[config.mk]
export PLATFORM = sky130hd
export DESIGN_NAME = move_writeback
export DESIGN_NICKNAME = d
export VERILOG_FILES = /design/src/rtl/move_writeback.sv
export SDC_FILE = /design/constraint.sdc
export NUM_CORES = 1
export LEC_CHECK = 0
export CAP_MARGIN = 20
export CORE_AREA = 4 4 99 101
export DETAILED_ROUTE_END_ITERATION = 8
export DIE_AREA = 0 0 103 105
export PLACE_DENSITY_LB_ADDON = 0.25
export SLEW_MARGIN = 0
export SYNTH_ARGS = -nofsm -noshare
export SYNTH_HDL_FRONTEND = slang
export SYNTH_SLANG_ARGS = --single-unit
[constraint.sdc]
create_clock -name i_clk -period 8.5 [get_ports i_clk]
set_input_delay 0.85 -clock i_clk [delete_from_list [all_inputs] [get_ports i_clk]]
set_output_delay 0.85 -clock i_clk [all_outputs]
set_load 0.01 [all_outputs]
[src/rtl/move_writeback.sv]
// 3x3 move write-back: places three canonical merged lines back into board orientation and commits.
// Optional MOVE_WB_CHANGE_DETECT_EN keeps a pre-move snapshot so `changed` reflects a real difference.
module move_writeback #(
  parameter int TILE_W = 3
) (
  input  logic                i_clk,
  input  logic                i_rst_n,
  input  logic                i_start,
  input  logic [1:0]          i_dir,
  input  logic [9*TILE_W-1:0] i_cur_board,
  input  logic                i_line_valid,
  output logic                o_line_ready,
  input  logic [3*TILE_W-1:0] i_line_data,
  output logic                o_busy,
  output logic                o_done,
  output logic [9*TILE_W-1:0] o_board_out,
  output logic                o_changed
);
  localparam int BW = 9 * TILE_W;

  typedef enum logic [1:0] {S_IDLE, S_COLLECT, S_DONE} state_t;

  state_t           r_state, w_state_nxt;
  logic [1:0]       r_cnt, r_dir;
  logic [BW-1:0]    r_asm, w_asm_nxt;
  logic             w_accept;
  logic [2:0][3:0]  w_tile;     // board tile index (row*3+col) for canonical position k

  always_ff @(posedge i_clk) begin
    if (!i_rst_n) r_state <= S_IDLE;
    else          r_state <= w_state_nxt;
  end

  always_comb begin
    w_state_nxt = r_state;
    case (r_state)
      S_IDLE:    if (i_start) w_state_nxt = S_COLLECT;
      S_COLLECT: if (w_accept && r_cnt == 2'd2) w_state_nxt = S_DONE;
      S_DONE:    w_state_nxt = S_IDLE;
      default:   w_state_nxt = S_IDLE;
    endcase
  end

  always_comb begin
    o_line_ready = (r_state == S_COLLECT);
    w_accept     = o_line_ready & i_line_valid;
    w_tile       = '0;
    for (int k = 0; k < 3; k++) begin
      case (r_dir)
        2'b00:   w_tile[k] = {2'b0, r_cnt} * 4'd3 + 4'(k);
        2'b01:   w_tile[k] = {2'b0, r_cnt} * 4'd3 + 4'(2 - k);
        2'b10:   w_tile[k] = 4'(k) * 4'd3 + {2'b0, r_cnt};
        default: w_tile[k] = 4'(2 - k) * 4'd3 + {2'b0, r_cnt};
      endcase
    end
    w_asm_nxt = r_asm;
    for (int t = 0; t < 9; t++)
      for (int k = 0; k < 3; k++)
        if (w_tile[k] == 4'(t))
          w_asm_nxt[t*TILE_W +: TILE_W] = i_line_data[k*TILE_W +: TILE_W];
  end

`ifdef MOVE_WB_CHANGE_DETECT_EN
  logic [BW-1:0] r_snap;
  always_ff @(posedge i_clk) begin
    if (!i_rst_n)                          r_snap <= '0;
    else if (r_state == S_IDLE && i_start) r_snap <= i_cur_board;
  end
  wire w_changed = (w_asm_nxt != r_snap);
`else
  wire w_changed = 1'b1;
  logic w_unused_cur;
  assign w_unused_cur = ^i_cur_board;
`endif

  always_ff @(posedge i_clk) begin
    if (!i_rst_n) begin
      r_cnt       <= '0;
      r_dir       <= '0;
      r_asm       <= '0;
      o_board_out <= '0;
      o_done      <= 1'b0;
      o_changed   <= 1'b0;
      o_busy      <= 1'b0;
    end else begin
      o_done <= (w_state_nxt == S_DONE);
      o_busy <= (w_state_nxt != S_IDLE);
      if (r_state == S_IDLE && i_start) begin
        r_dir <= i_dir;
        r_cnt <= '0;
      end
      if (w_accept) begin
        r_asm <= w_asm_nxt;
        r_cnt <= r_cnt + 2'd1;
      end
      // Commit uses the bypassed assembly so the last line lands on the same edge as done.
      if (w_accept && r_cnt == 2'd2) begin
        o_board_out <= w_asm_nxt;
        o_changed   <= w_changed;
      end
    end
  end
endmodule

Word level (Yosys, flattened, before mapping). Cells that the tools add are included.

Register bits: 63. Output and inout port bits: 31. Logic and storage cells: 89.

$add $sub $neg: 5. Multipliers: 1. Eq/ne operators: 29. Mux-type cells: 35. Bitwise gates (word level): 1. Reductions and logical operators: 10.

Operator list (number): two-way mux 3 bit (27); equality test 4 x 3 -> 1 bit (second input constant) (12); equality test 4 x 2 -> 1 bit (second input constant) (6); case mux 4 bit (3 select lines) (2); equality test 4 x 1 -> 1 bit (second input constant) (3); equality test 4 bit (second input constant) (3); logical NOT 4 bit (3); two-way mux 2 bit (4); equality test 2 bit (second input constant) (3); adder 3 x 2 -> 4 bit (first input constant) (1); adder 4 x 1 -> 4 bit (second input constant) (1); adder 4 x 2 -> 4 bit (second input constant) (1); equality test 2 x 1 -> 1 bit (second input constant) (2); logical NOT 2 bit (2); multiplier 2 x 2 -> 4 bit (second input constant) (1); two-way mux 4 bit (1); case mux 2 bit (2 select lines) (1); nonzero test 2 bit (2); adder 2 x 2 -> 3 bit (first input constant) (1); adder 2 x 1 -> 2 bit (second input constant) (1); logical AND 1 bit (2); OR reduction 2 bit (1); AND 1 bit (1).

Logic depth before layout (Yosys ltp).
Word-level depth: 7. Depth in mapped cells: 10.

Worst setup path after synthesis. Ideal clock, no wire load.

Path type: reg2reg. Start: reg r_cnt[0]. End: reg o_board_out[7]. Library setup time: 0.117 ns. Arrival: 2.744 ns. Required time: 8.383 ns. Setup slack: 5.639 ns. Cell stages (with the launch flop): 11. Path buffers: 2. Period minus slack after synthesis: 2.861 ns. Cell sequence: dfxtp_1 -> clkbuf_1 -> inv_1 -> ha_1 -> buf_2 -> mux2i_4 -> mux2i_2 -> nor3_4 -> and3_1 -> mux2_2 -> a32o_1.

Longest elaborated chain between the ends: 7.

RTL lines: start: declaration (RTL line 24) `logic [1:0] r_cnt, r_dir;`; start signal: assignment (RTL line 94) `r_cnt <= r_cnt + 2'd1;`; multiplier 2 x 2 -> 4 bit (RTL line 50, 51); adder 4 x 2 -> 4 bit (RTL line 50, 51); case mux 4 bit (3 select lines) (RTL line 49) `case (r_dir)`; equality test 4 x 2 -> 1 bit (RTL line 59) `if (w_tile[k] == 4'(t))`; two-way mux 3 bit (3 in a row) (RTL line 59); end signal: assignment (RTL line 98) `o_board_out <= w_asm_nxt;`; end: declaration (RTL line 16) `output logic [9*TILE_W-1:0] o_board_out,`.

Parallel ways exist; a longest one is shown, timed or not. A chain may end at the register's enable or synchronous reset.

==> key figures <==
Floorplan
  • Floorplan row count: 35
  • Die area: between 10000 and 15000 um2
  • Horizontal extent of the die: 103 um
  • Boundary pin count: 73
  • Core area: approximately 9000 um2
  • Starting utilization of the core area: 43.4%
  • Vertical extent of the die: 105 um

Detailed routing
  • Final Routed Wirelength: roughly 12000 um
  • Iteration-0 DRC Markers: about 210
  • Routed wire per std cell: 19.7 um
  • DR vias: approximately 3800
  • Detail Route Antenna Nets: 0
  • Vias/cell: around 6.3
  • Post-route DRC violation count: 0
  • First-pass detailed-route iteration total: 5

Critical path
  • Worst Path Max Fanout: 26
  • Crit path capture type: register
  • Arrival time reported for the critical path endpoint: 3.86 ns
  • Required time reported for the critical path endpoint: 8.74 ns
  • Bufs and invs on worst path: 3
  • Cell class contributing the biggest share of worst-path delay: buffers and inverters
  • CP Launch Type: input pin
  • Critical-path cell with the highest stage delay: clkinv_1
  • Path type of the worst setup path: in -> reg
  • Highest cell delay on the worst timing path: between 0.7 and 0.8 ns
  • Cell Chain, Critical Path: clkdlybuf4s50_1 -> inv_1 -> nor2_1 -> nand2_1 -> clkinv_1 -> nand3_1 -> o21ai_0 -> a31o_2

Clock network
  • Clk sinks: 63
  • Clock Tree Buf Depth: 2
  • Post-CTS setup buffers: 0
  • Clock tree from TritonCTS: yes
  • Cts-stage hold buffer count: 0
  • Clock network latency to the later pin of the worst-skew pair: roughly 0.34 ns
  • Clock slew at reported path FFs: 0.08 ns
  • Cts bufs inserted: 9
  • Number of levels the H-tree was split into: 3
  • Master cell of the clock root buffer: clkbuf_8
  • Post_cts resized: 0

Synth
  • Count of unique library cells instantiated by Yosys: 70
  • Cells after Synth: 461
  • Mean instance size in the synthesized netlist: between 8 and 9 um2
  • Dominant synthesized flop cell: dfxtp_1
  • Async set-reset flop share out of synthesis: 0%
  • Post-synthesis sequential area ratio: 32.2%
  • Total nets after synthesis: 511
  • Number of flops mapped to enable cells by yosys: 0
  • Synth warnings: 0
  • Netlist Area Pre-Place: ~4000 um2
  • #FFs+latches synth: 63

STA
  • Slew at the pin closest to its max-slew limit: between 0.9 and 1 ns
  • Final Setup Violations: 0
  • FMAX: 276 MHz
  • Unrepaired setup endpoints after global routing: no
  • Final clock period utilization by the worst path: 42.6%
  • Worst relative slew slack: 39.2%
  • Min Clock Period, post-route: 3.62 ns
  • Setup Total Neg Slack: 0 ns
  • Hold Violations, Final: 0
  • Skew final: 0.0100 ns
  • Slew Limit Fails: 0
  • Setup ws final: 4.88 ns

Global route
  • Total global routing track utilization: 22.7%
  • Via count of the first global-routing pass: ~3600
  • Pin count of the biggest net entering global routing: 27
  • Grt ovf: 0
  • First-pass GRT wire length: 19200 um
  • Number of antenna violations at the first check in global routing: 0

Placement
  • Final Wtd Congestion: ~0.93
  • Detailed Place HPWL: 8240 um
  • Port Buf Inserts: 45
  • Setup Slack @ Placement: 4.60 ns
  • Placed standard-cell area: 4390 um2

Power
  • Fraction of power spent switching nets: a little under a third
  • Power per cell area: 155 nW/um2
  • Combinational fraction of design power: 17.9%
  • Proportion of power drawn by the clock network: 38.6%
  • Leakage component of the power: approximately 1.6 nW
  • Flop pwr share: between 40 and 50%
  • Worst vdd ir: 84.5 uV
  • Net switching power figure: 218 uW
  • Cell-internal power: 494 uW
  • Overall power of the completed layout: 712 uW

Finish
  • # fillers: 871
  • Final cell area excluding filler cells: roughly 4600 um2
  • Post-layout utilization of the core: 50.9%
  • Antenna Cells: 0
  • Area added between synthesis and finish: 17.4%
  • Layout Nets: 538
  • Fraction of final layout cells with drive strength greater than 1: a little under a tenth

Job
  • Max-capacitance violation count: 0

Min path
  • Min-delay worst type: reg -> reg

Run status
  • Run status: completed
## stage by stage
step | cells | hold slack [ns]
2_1_floorplan | 461 | 0.419
3_3_place_gp | 588 | 0.434
3_5_place_dp | 588 | 0.449
4_1_cts | 604 | 0.467
5_1_grt | 604 | 0.485
6_report | 604 | 0.463
## cells by family (layout without fill, tap and decap cells)
family	Yosys count	after routing	synth area share, %
muxes	27	27	8.25
and+or+nand+nor	173	173	22.8
AOI/OAI and AO/OA	148	148	29.4
buffers and inverters	41	73	4.51
DFF	63	63	32.2
xor gates and xnor gates	1	1	0.224
adders and majority gates	8	8	2.56
## worst reg2reg max path, stage by stage, from the launching register on
cell and delay (ns):
dfxtp_1 0.65, inv_1 0.30, ha_1 0.33, and4bb_2 0.26, a211oi_4 0.70, nand2_2 0.30, a21boi_0 0.32, o211ai_1 0.15
a32o_1 0.27
## state kept, by name (all words and copies together) (netlist names)
signal,flops
o_done,1
o_board_out,27
o_busy,1
o_changed,1
r_dir,2
r_asm,27
r_cnt,2
r_state,2
## cell usage in the layout (no fill, tap or decap), types with 3 or more instances in the layout
| master | synthesis | layout |
|---|---|---|
| a21boi_0 | 7 | 7 |
| a21o_1 | 3 | 3 |
| a21oi_1 | 9 | 9 |
| a22oi_1 | 9 | 9 |
| a31o_2 | 5 | 5 |
| a32o_1 | 31 | 31 |
| and2_1 | 8 | 8 |
| and3_1 | 6 | 6 |
| buf_4 | 2 | 4 |
| clkbuf_8 | 0 | 10 |
| clkdlybuf4s50_1 | 0 | 45 |
| dfxtp_1 | 63 | 63 |
| ha_1 | 8 | 8 |
| inv_1 | 7 | 7 |
| mux2i_1 | 19 | 19 |
| mux2i_4 | 3 | 3 |
| nand2_1 | 40 | 40 |
| nand2b_1 | 11 | 11 |
| nand3_1 | 12 | 12 |
| nand4_1 | 12 | 12 |
| nor2_1 | 45 | 45 |
| nor2b_1 | 6 | 6 |
| nor3_1 | 5 | 5 |
| nor3b_1 | 4 | 4 |
| o211ai_1 | 12 | 12 |
| o21a_1 | 3 | 3 |
| o21ai_0 | 23 | 23 |
| o21ai_1 | 3 | 3 |
| o221ai_1 | 4 | 4 |
| o22ai_1 | 12 | 12 |
| o31ai_1 | 5 | 5 |
| or3_1 | 10 | 10 |
## final timing paths
check / from / end / slack, ns / cells past startpoint
min: o_board_out[25]$_SDFFE_PN0P_ / o_board_out[25]$_SDFFE_PN0P_ / 0.46 / 2
max: i_rst_n / o_board_out[2]$_SDFFE_PN0P_ / 4.88 / 8
min reg2reg: o_board_out[25]$_SDFFE_PN0P_ / o_board_out[25]$_SDFFE_PN0P_ / 0.46 / 2
max reg2reg: r_cnt[0]$_SDFFE_PN0P_ / o_board_out[18]$_SDFFE_PN0P_ / 5.12 / 8
## synth_stat cells, types with 10 or more instances
cell type,instances,area share [%]
nand3_1,12,1.5
o22ai_1,12,1.9
mux2i_1,19,4.9
nand4_1,12,1.9
nor2_1,45,4.3
nand2_1,40,3.8
o21ai_0,23,2.9
or3_1,10,1.6
dfxtp_1,63,32
clkbuf_1,20,1.9
o211ai_1,12,2.3
a32o_1,31,7.9
nand2b_1,11,1.8
## final cells by class
| cell class | count | area (um2) | share of cell area (%) |
|---|---|---|---|
| clock buffers | 10 | 138 | 3.00 |
| multi-input cells | 357 | 2480 | 53.9 |
| clock inverters | 6 | 68.8 | 1.50 |
| well taps | 111 | 139 | 3.02 |
| repair buffers | 49 | 480 | 10.5 |
| inverters | 8 | 30.0 | 0.654 |
| flip-flops and latches | 63 | 1260 | 27.5 |
## layer usage
metal	part of all wire [%]	vias to the layer above	routed length [um]	global-route usage (%)
met5	0	-	0	0
met4	2.2	0	260	7.96
met3	7.2	25	853	4.14
met2	47	162	5600	35.4
met1	44	1780	5180	31.0
li1	-	1812	-	-
## power by group through the flow
| stage | Sequential [mW] | Clock (mW) | Combinational, mW |
|---|---|---|---|
| after CTS | 0.309 | 0.279 | 0.125 |
| after global routing | 0.311 | 0.293 | 0.138 |
| after floorplan | 0.312 | 0 | 0.0927 |
| final | 0.309 | 0.275 | 0.128 |
| after global placement | 0.316 | 0 | 0.123 |
| after detailed placement | 0.316 | 0 | 0.124 |
Power figures use the tool's default switching activity.
